--- config.mk ---
export PLATFORM = sky130hd
export DESIGN_NAME = freq_meter
export DESIGN_NICKNAME = d
export VERILOG_FILES = /design/src/rtl/freq_meter.sv
export SDC_FILE = /design/constraint.sdc
export NUM_CORES = 1
export LEC_CHECK = 0
export CORE_ASPECT_RATIO = 0.7
export CORE_UTILIZATION = 51
export CTS_BUF_LIST = sky130_fd_sc_hd__clkbuf_4 sky130_fd_sc_hd__clkbuf_8 sky130_fd_sc_hd__clkbuf_16
export CTS_CLUSTER_SIZE = 8
export DETAILED_ROUTE_END_ITERATION = 6
export PLACE_DENSITY = 0.7
export SLEW_MARGIN = 20
export SYNTH_ARGS = -nofsm -noshare
export SYNTH_HDL_FRONTEND = slang
export SYNTH_SLANG_ARGS = --single-unit
--- constraint.sdc ---
create_clock -name clk_100MHz -period 7.6 [get_ports clk_100MHz]
set_input_delay 2.28 -clock clk_100MHz [delete_from_list [all_inputs] [get_ports clk_100MHz]]
set_output_delay 2.28 -clock clk_100MHz [all_outputs]
set_load 0.05 [all_outputs]
--- src/rtl/freq_meter.sv ---
// Measures period and high time of a slow async input in clk_100MHz cycles; valid lands 3 edges after sig_in is first sampled high.
// No backpressure: valid is a 1-cycle pulse, results hold until the next measurement or a timeout.
module freq_meter #(
    parameter int unsigned CNT_W       = 32,
    parameter int unsigned TIMEOUT_CYC = 200_000_000,
    parameter int unsigned EXP_PERIOD  = 10_000_000,
    parameter int unsigned TOL         = 1_000
) (
    input  logic             clk_100MHz,
    input  logic             reset,
    input  logic             sig_in,
    output logic [CNT_W-1:0] period_cycles,
    output logic [CNT_W-1:0] high_cycles,
    output logic             valid,
    output logic             in_range,
    output logic             locked,
    output logic             timeout
);

    localparam logic [CNT_W-1:0] L_ONE       = CNT_W'(1);
    localparam logic [CNT_W-1:0] L_TIMEOUT   = CNT_W'(TIMEOUT_CYC);
    localparam logic [CNT_W-1:0] L_IDLE_LAST = CNT_W'(TIMEOUT_CYC - 1);
    localparam logic [CNT_W-1:0] L_EXP       = CNT_W'(EXP_PERIOD);
    localparam logic [CNT_W-1:0] L_TOL       = CNT_W'(TOL);

    typedef enum logic {ST_IDLE, ST_ARMED} state_t;

    state_t           r_state, w_state_nxt;
    logic             r_s1, r_s2, r_s3;
    logic             r_rise, r_lvl;
    logic [CNT_W-1:0] r_cnt, r_hi_cnt, r_idle_cnt;
    logic [CNT_W-1:0] w_cnt_nxt, w_hi_nxt, w_idle_nxt;
    logic [CNT_W-1:0] w_period_nxt, w_high_nxt;
    logic             w_valid_nxt, w_in_range_nxt, w_locked_nxt, w_timeout_nxt;
    logic             w_rise;
    logic             w_cnt_in_tol;
    logic signed [CNT_W:0] w_diff, w_abs;

    // Extra stage after edge detect keeps rise and level aligned for the counters.
    assign w_rise = r_s2 & ~r_s3;

    assign w_diff       = $signed({1'b0, r_cnt}) - $signed({1'b0, L_EXP});
    assign w_abs        = (w_diff < 0) ? -w_diff : w_diff;
    assign w_cnt_in_tol = (w_abs <= $signed({1'b0, L_TOL}));

    always_ff @(posedge clk_100MHz or posedge reset) begin
        if (reset) begin
            r_s1          <= 1'b0;
            r_s2          <= 1'b0;
            r_s3          <= 1'b0;
            r_rise        <= 1'b0;
            r_lvl         <= 1'b0;
            r_state       <= ST_IDLE;
            r_cnt         <= '0;
            r_hi_cnt      <= '0;
            r_idle_cnt    <= '0;
            period_cycles <= '0;
            high_cycles   <= '0;
            valid         <= 1'b0;
            in_range      <= 1'b0;
            locked        <= 1'b0;
            timeout       <= 1'b0;
        end else begin
            r_s1          <= sig_in;
            r_s2          <= r_s1;
            r_s3          <= r_s2;
            r_rise        <= w_rise;
            r_lvl         <= r_s2;
            r_state       <= w_state_nxt;
            r_cnt         <= w_cnt_nxt;
            r_hi_cnt      <= w_hi_nxt;
            r_idle_cnt    <= w_idle_nxt;
            period_cycles <= w_period_nxt;
            high_cycles   <= w_high_nxt;
            valid         <= w_valid_nxt;
            in_range      <= w_in_range_nxt;
            locked        <= w_locked_nxt;
            timeout       <= w_timeout_nxt;
        end
    end

    always_comb begin
        w_state_nxt    = r_state;
        w_cnt_nxt      = r_cnt;
        w_hi_nxt       = r_hi_cnt;
        w_idle_nxt     = r_idle_cnt;
        w_period_nxt   = period_cycles;
        w_high_nxt     = high_cycles;
        w_valid_nxt    = 1'b0;
        w_in_range_nxt = in_range;
        w_locked_nxt   = locked;
        w_timeout_nxt  = timeout;
        case (r_state)
            ST_IDLE: begin
                w_cnt_nxt = '0;
                w_hi_nxt  = '0;
                if (r_rise) begin
                    w_state_nxt = ST_ARMED;
                    w_cnt_nxt   = L_ONE;
                    w_hi_nxt    = L_ONE;
                    w_idle_nxt  = '0;
                end else if (r_idle_cnt == L_IDLE_LAST) begin
                    w_timeout_nxt = 1'b1;
                end else begin
                    w_idle_nxt = r_idle_cnt + L_ONE;
                end
            end
            ST_ARMED: begin
                // A rise on the timeout cycle still counts as a measurement.
                if (r_rise) begin
                    w_period_nxt   = r_cnt;
                    w_high_nxt     = r_hi_cnt;
                    w_valid_nxt    = 1'b1;
                    w_locked_nxt   = 1'b1;
                    w_timeout_nxt  = 1'b0;
                    w_in_range_nxt = w_cnt_in_tol;
                    w_cnt_nxt      = L_ONE;
                    w_hi_nxt       = L_ONE;
                end else if (r_cnt == L_TIMEOUT) begin
                    w_state_nxt    = ST_IDLE;
                    w_timeout_nxt  = 1'b1;
                    w_locked_nxt   = 1'b0;
                    w_in_range_nxt = 1'b0;
                    w_cnt_nxt      = '0;
                    w_hi_nxt       = '0;
                    w_idle_nxt     = '0;
                end else begin
                    w_cnt_nxt = r_cnt + L_ONE;
                    w_hi_nxt  = r_hi_cnt + {{(CNT_W-1){1'b0}}, r_lvl};
                end
            end
            default: w_state_nxt = ST_IDLE;
        endcase
    end

endmodule

=== Yosys cells after proc, flatten, opt, wreduce, memory -nomap -nowiden ===
Cells that the tools add are included.

* Reductions and logical operators: 5
* Multiplexer cells: 26
* Bitwise logic cells: 3
* $add $sub $neg: 5
* Magnitude comparators: 2
* Equal/unequal tests: 8

{| class="wikitable"
|+ Operator list
! cell !! number
|-
| 2-to-1 mux 32 bit || 8
|-
| case mux 32 bit (2 select lines) || 3
|-
| adder 32 x 1 -> 32 bit (second input constant) || 2
|-
| equality test 32 x 28 -> 1 bit (second input constant) || 2
|-
| <= comparator 33 x 11 -> 1 bit (second input constant) || 1
|-
| less-than comparator 33 x 1 -> 1 bit (second input constant) || 1
|-
| 2-to-1 mux 33 bit || 1
|-
| negator 33 bit || 1
|-
| subtractor 32 x 24 -> 33 bit (second input constant) || 1
|-
| adder 32 x 1 -> 32 bit || 1
|-
| 2-to-1 mux 1 bit || 12
|-
| inequality test 2 bit (second input constant) || 3
|-
| AND reduction 3 bit || 2
|-
| case mux 1 bit (2 select lines) || 2
|-
| AND reduction 2 bit || 2
|-
| inequality test 3 x 1 -> 1 bit (second input constant) || 1
|-
| inequality test 3 bit (second input constant) || 1
|-
| inequality test 2 x 1 -> 1 bit (second input constant) || 1
|-
| inverter 1 bit || 2
|-
| nonzero test 2 bit || 1
|-
| bitwise AND 1 bit || 1
|}

* Bits of input ports: 3
* Logic and storage cells: 63
* Output and inout port bits: 68
* Bits in registers: 169

=== Logic depth before layout (Yosys ltp) ===
* Word-level depth: 5
* Mapped depth: 12
* Mapped depth without buffers: 11

=== Worst setup path before layout ===
No wires, ideal clock.

* Path type: reg-to-reg
* Start point: reg r_cnt[7]
* End point: reg in_range
* Setup time: 0.076 ns
* Arrival time: 3.062 ns
* Data required time: 7.524 ns
* Cell stages (with the launch flop): 13
* Period minus slack after synthesis: 3.138 ns
* Slack: 4.462 ns
* Buffers on the path: 1
* Cells stage by stage: dfrtp_1 -> clkbuf_1 -> inv_1 -> ha_1 -> nand3b_2 -> nor4b_1 -> o21bai_1 -> a2111oi_4 -> a2bb2o_4 -> a2111oi_2 -> and4_1 -> nand4_1 -> o21ai_1

* Cells in the longest elaborated chain, start to end: 5
* Elaborated cells between the ends (all ways): 9
* Classes of those cells: 2 x add/sub; 2 x order compare; 1 x eq/ne; 2 x mux; 2 x reduce/logical

{| class="wikitable"
|+ RTL lines
! item !! line !! RTL
|-
| start: declaration || 31 || <nowiki>logic [CNT_W-1:0] r_cnt, r_hi_cnt, r_idle_cnt;</nowiki>
|-
| start signal: assignment || 70 || <nowiki>r_cnt <= w_cnt_nxt;</nowiki>
|-
| subtractor 32 x 24 -> 33 bit || 42 || <nowiki>assign w_diff = $signed({1'b0, r_cnt}) - $signed({1'b0, L_EXP});</nowiki>
|-
| negator 33 bit or less-than comparator 33 x 1 -> 1 bit (tied branches) || 43 || <nowiki>assign w_abs = (w_diff < 0) ? -w_diff : w_diff;</nowiki>
|-
| 2-to-1 mux 33 bit || 43 ||
|-
| <= comparator 33 x 11 -> 1 bit || 44 || <nowiki>assign w_cnt_in_tol = (w_abs <= $signed({1'b0, L_TOL}));</nowiki>
|-
| 2-to-1 mux 1 bit || 110 || <nowiki>if (r_rise) begin</nowiki>
|-
| end signal: assignment || 76 || <nowiki>in_range <= w_in_range_nxt;</nowiki>
|-
| end: declaration || 15 || <nowiki>output logic in_range,</nowiki>
|}

Parallel ways exist; a longest one is shown, timed or not.
A chain may end at the register's enable or synchronous reset.

=== Worst setup path in the final report ===
* Start point: reg high_cycles[29]
* End point: out high_cycles[29]

{| class="wikitable"
|+ RTL lines
! item !! line !! RTL
|-
| start: declaration || 13 || <nowiki>output logic [CNT_W-1:0] high_cycles,</nowiki>
|-
| start signal: assignment || 74 || <nowiki>high_cycles <= w_high_nxt;</nowiki>
|}

No word-level cell between the ends.

==> flow_metrics.env <==
export IMPL_status="complete, no violations"
export IMPL_viasPerCell=5.69
export IMPL_synth_edf_count=0
export IMPL_final_hold_violation_count=0
export IMPL_antenna_found_initial=0
export IMPL_clockBufferDepth=2
export IMPL_slowest_delay_ns=0.82
export IMPL_rsz0062_at_grt="no"
export IMPL_path_buf_inv=1
export IMPL_dp_hpwl_um=13100
export IMPL_synthesis_nets=915
export IMPL_path_delay_family="buffers and inverters"
export IMPL_arrival_ns=1.63
export IMPL_area_growth_pct=16.0
export IMPL_cts_root_buffer="clkbuf_16"
export IMPL_vias=6784
export IMPL_setup_tns_ns=0
export IMPL_grtUsageTotal=0.232
export IMPL_dpl_cell_area_sq_um=9830
export IMPL_post_cts_buffers=0
export IMPL_ys_seq_elements=169
export IMPL_htree_levels=4
export IMPL_worst_pin_slew_ns=1.04
export IMPL_r2r_start="r_cnt[7]"
export IMPL_die_y_um=113
export IMPL_place_gp_congestion=0.953
export IMPL_worst_hold_startpoint="r_s1"
export IMPL_core_sq_um=17200
export IMPL_numCtsBuffers=17
export IMPL_cts_hold_buf=0
export IMPL_slew_headroom=0.308
export IMPL_clk_pin_slew_ns=0.07
export IMPL_die_w_um=161
export IMPL_finalCriticalPeriod_ns=3.91
export IMPL_setup_violations=0
export IMPL_diodes=0
export IMPL_drv_slew=0
export IMPL_syn_inst=903
export IMPL_io_pins=71
export IMPL_syn_avg_cell_area_sq_um=9.98
export IMPL_post_route_period_util=0.514
export IMPL_path_cells="clkdlybuf4s50_1"
export IMPL_synthFlopType="dfrtp_1"
export IMPL_clock_sinks=169
export IMPL_max_cap_violations=0
export IMPL_grt_pass1_wl_um=33300
export IMPL_final_area_sq_um=10400
export IMPL_initial_core_util=0.523
export IMPL_async_flop_share=1.00
export IMPL_fmax_mhz=256
export IMPL_peakVddDrop_uv=140
export IMPL_dp_slack_ns=3.16
export IMPL_drc=0
export IMPL_port_buffers=70
export IMPL_path_max_fanout=2
export IMPL_firstDrtPassIters=5
export IMPL_ys_warn_count=0
export IMPL_rows=40
export IMPL_syn_area_sq_um=9010
export IMPL_crit_required_ns=5.32
export IMPL_nets=960
export IMPL_fin_skew_ns=0.00783
export IMPL_overflow=0
export IMPL_ys_seq_area_frac=0.469
export IMPL_die_area_sq_um=18200
export IMPL_critPathCaptureType="output port"
export IMPL_post_cts_resized=0
export IMPL_worstSetupStartpoint="high_cycles[29]"
export IMPL_ant_nets=0
export IMPL_hold_path_class="register to register"
export IMPL_drtIter0Drc=489
export IMPL_grt_pass1_vias=6355
export IMPL_clock_latency_ns=0.43
export IMPL_crit_path_start_kind="register"
export IMPL_cts_tree="done"
export IMPL_fin_hold_ws_ns=0.352
export IMPL_nFillCells=1487
export IMPL_cpMaxStageDelayCell="clkdlybuf4s50_1"
export IMPL_wl_per_cell_um=16.6
export IMPL_drive_above_1_share=0.136
export IMPL_p_per_area_nw_per_um2=205
export IMPL_grt_max_degree=107
export IMPL_crit_type="register to output port"
export IMPL_drt_wl_total_um=19800
export IMPL_synth_distinct_cells=84
export IMPL_p_leak_nw=4.67
export IMPL_fin_ws_ns=3.69
## final cells by class
type	count	area [sq um]	area share
Clock buffer	17	425	0.0407
Clock inverter	15	188	0.0180
Inverter	20	80.1	0.00767
Multi-Input combinational cell	667	4510	0.432
Sequential cell	169	4230	0.405
Tap cell	231	289	0.0277
Timing Repair Buffer	73	723	0.0692
## cells by family after synthesis
logic type / Yosys count / share of synthesized area
and+or+nand+nor: 380 / 0.224
AOI/OAI and AO/OA: 116 / 0.0904
buffers and inverters: 67 / 0.0306
DFF: 169 / 0.469
muxes: 57 / 0.0711
adders and majority gates: 9 / 0.0125
xor gates and xnor gates: 105 / 0.102
## report_power, final
group          internal, mW  switching (mW)  leakage (nW)
Combinational        0.0875           0.161          2.05
Clock                 0.526           0.388         0.303
Sequential            0.937          0.0445          2.32
Total                  1.55           0.594          4.67
## per-stage QoR
step                       util  total power, mW  std cells
final                     0.607             2.14       1192
after global routing      0.607             2.23       1192
after CTS                 0.607             2.16       1192
after detailed placement  0.571             1.25       1160
after global placement    0.571             1.24       1160
after floorplan               -             1.17        903
## final timing paths
| kind | end | slack [ns] | cells after the start |
|---|---|---|---|
| worst min register to register | r_s2 | 0.35 | 0 |
| min in group asynchronous | high_cycles[4] | 2.42 | 2 |
| worst max register to register | in_range | 3.86 | 11 |
| worst max-delay path | high_cycles[29] | 3.69 | 1 |
| max in group asynchronous | r_idle_cnt[17] | 3.76 | 3 |
| worst min-delay path | r_s2 | 0.35 | 0 |
## registers in the layout, indices dropped and copies added (netlist names), 32 cells and up
signal,cells
r_hi_cnt,32
r_idle_cnt,32
period_cycles,32
high_cycles,32
r_cnt,32
## layout by cell type (no fill, tap or decap), types with 14 or more instances in the layout
master / instances
dfrtp_1: 169
inv_1: 19
mux2_2: 56
nand2_1: 74
xnor2_1: 45
or3_1: 14
a21oi_1: 22
nor2_1: 123
nor3_1: 17
nand3_1: 37
xor2_1: 60
and3_1: 16
clkdlybuf4s50_1: 70
clkbuf_16: 17
o21ai_0: 36
nand4_1: 20
## cell usage after synthesis, types with 9 or more instances
| cell type | n | area share |
|---|---|---|
| dfrtp_1 | 169 | 0.47 |
| nor2_1 | 123 | 0.051 |
| nand2_1 | 75 | 0.031 |
| xor2_1 | 60 | 0.058 |
| mux2_2 | 56 | 0.070 |
| xnor2_1 | 45 | 0.044 |
| clkbuf_1 | 39 | 0.016 |
| nand3_1 | 37 | 0.021 |
| o21ai_0 | 36 | 0.020 |
| a21oi_1 | 22 | 0.012 |
| inv_1 | 20 | 0.0083 |
| nand4_1 | 20 | 0.014 |
| nor3_1 | 17 | 0.0094 |
| and3_1 | 16 | 0.011 |
| or3_1 | 14 | 0.0097 |
| nor4_1 | 13 | 0.0090 |
| ha_1 | 9 | 0.013 |
## per-layer routing
metal  part of all wire  global-route usage  routed length [um]
met2               0.41               0.315                8060
met5                  0                   0                   0
met4              0.012              0.0635                 242
met3              0.060              0.0590                1180
met1               0.52               0.361               10300
Power figures use the tool's default switching activity.
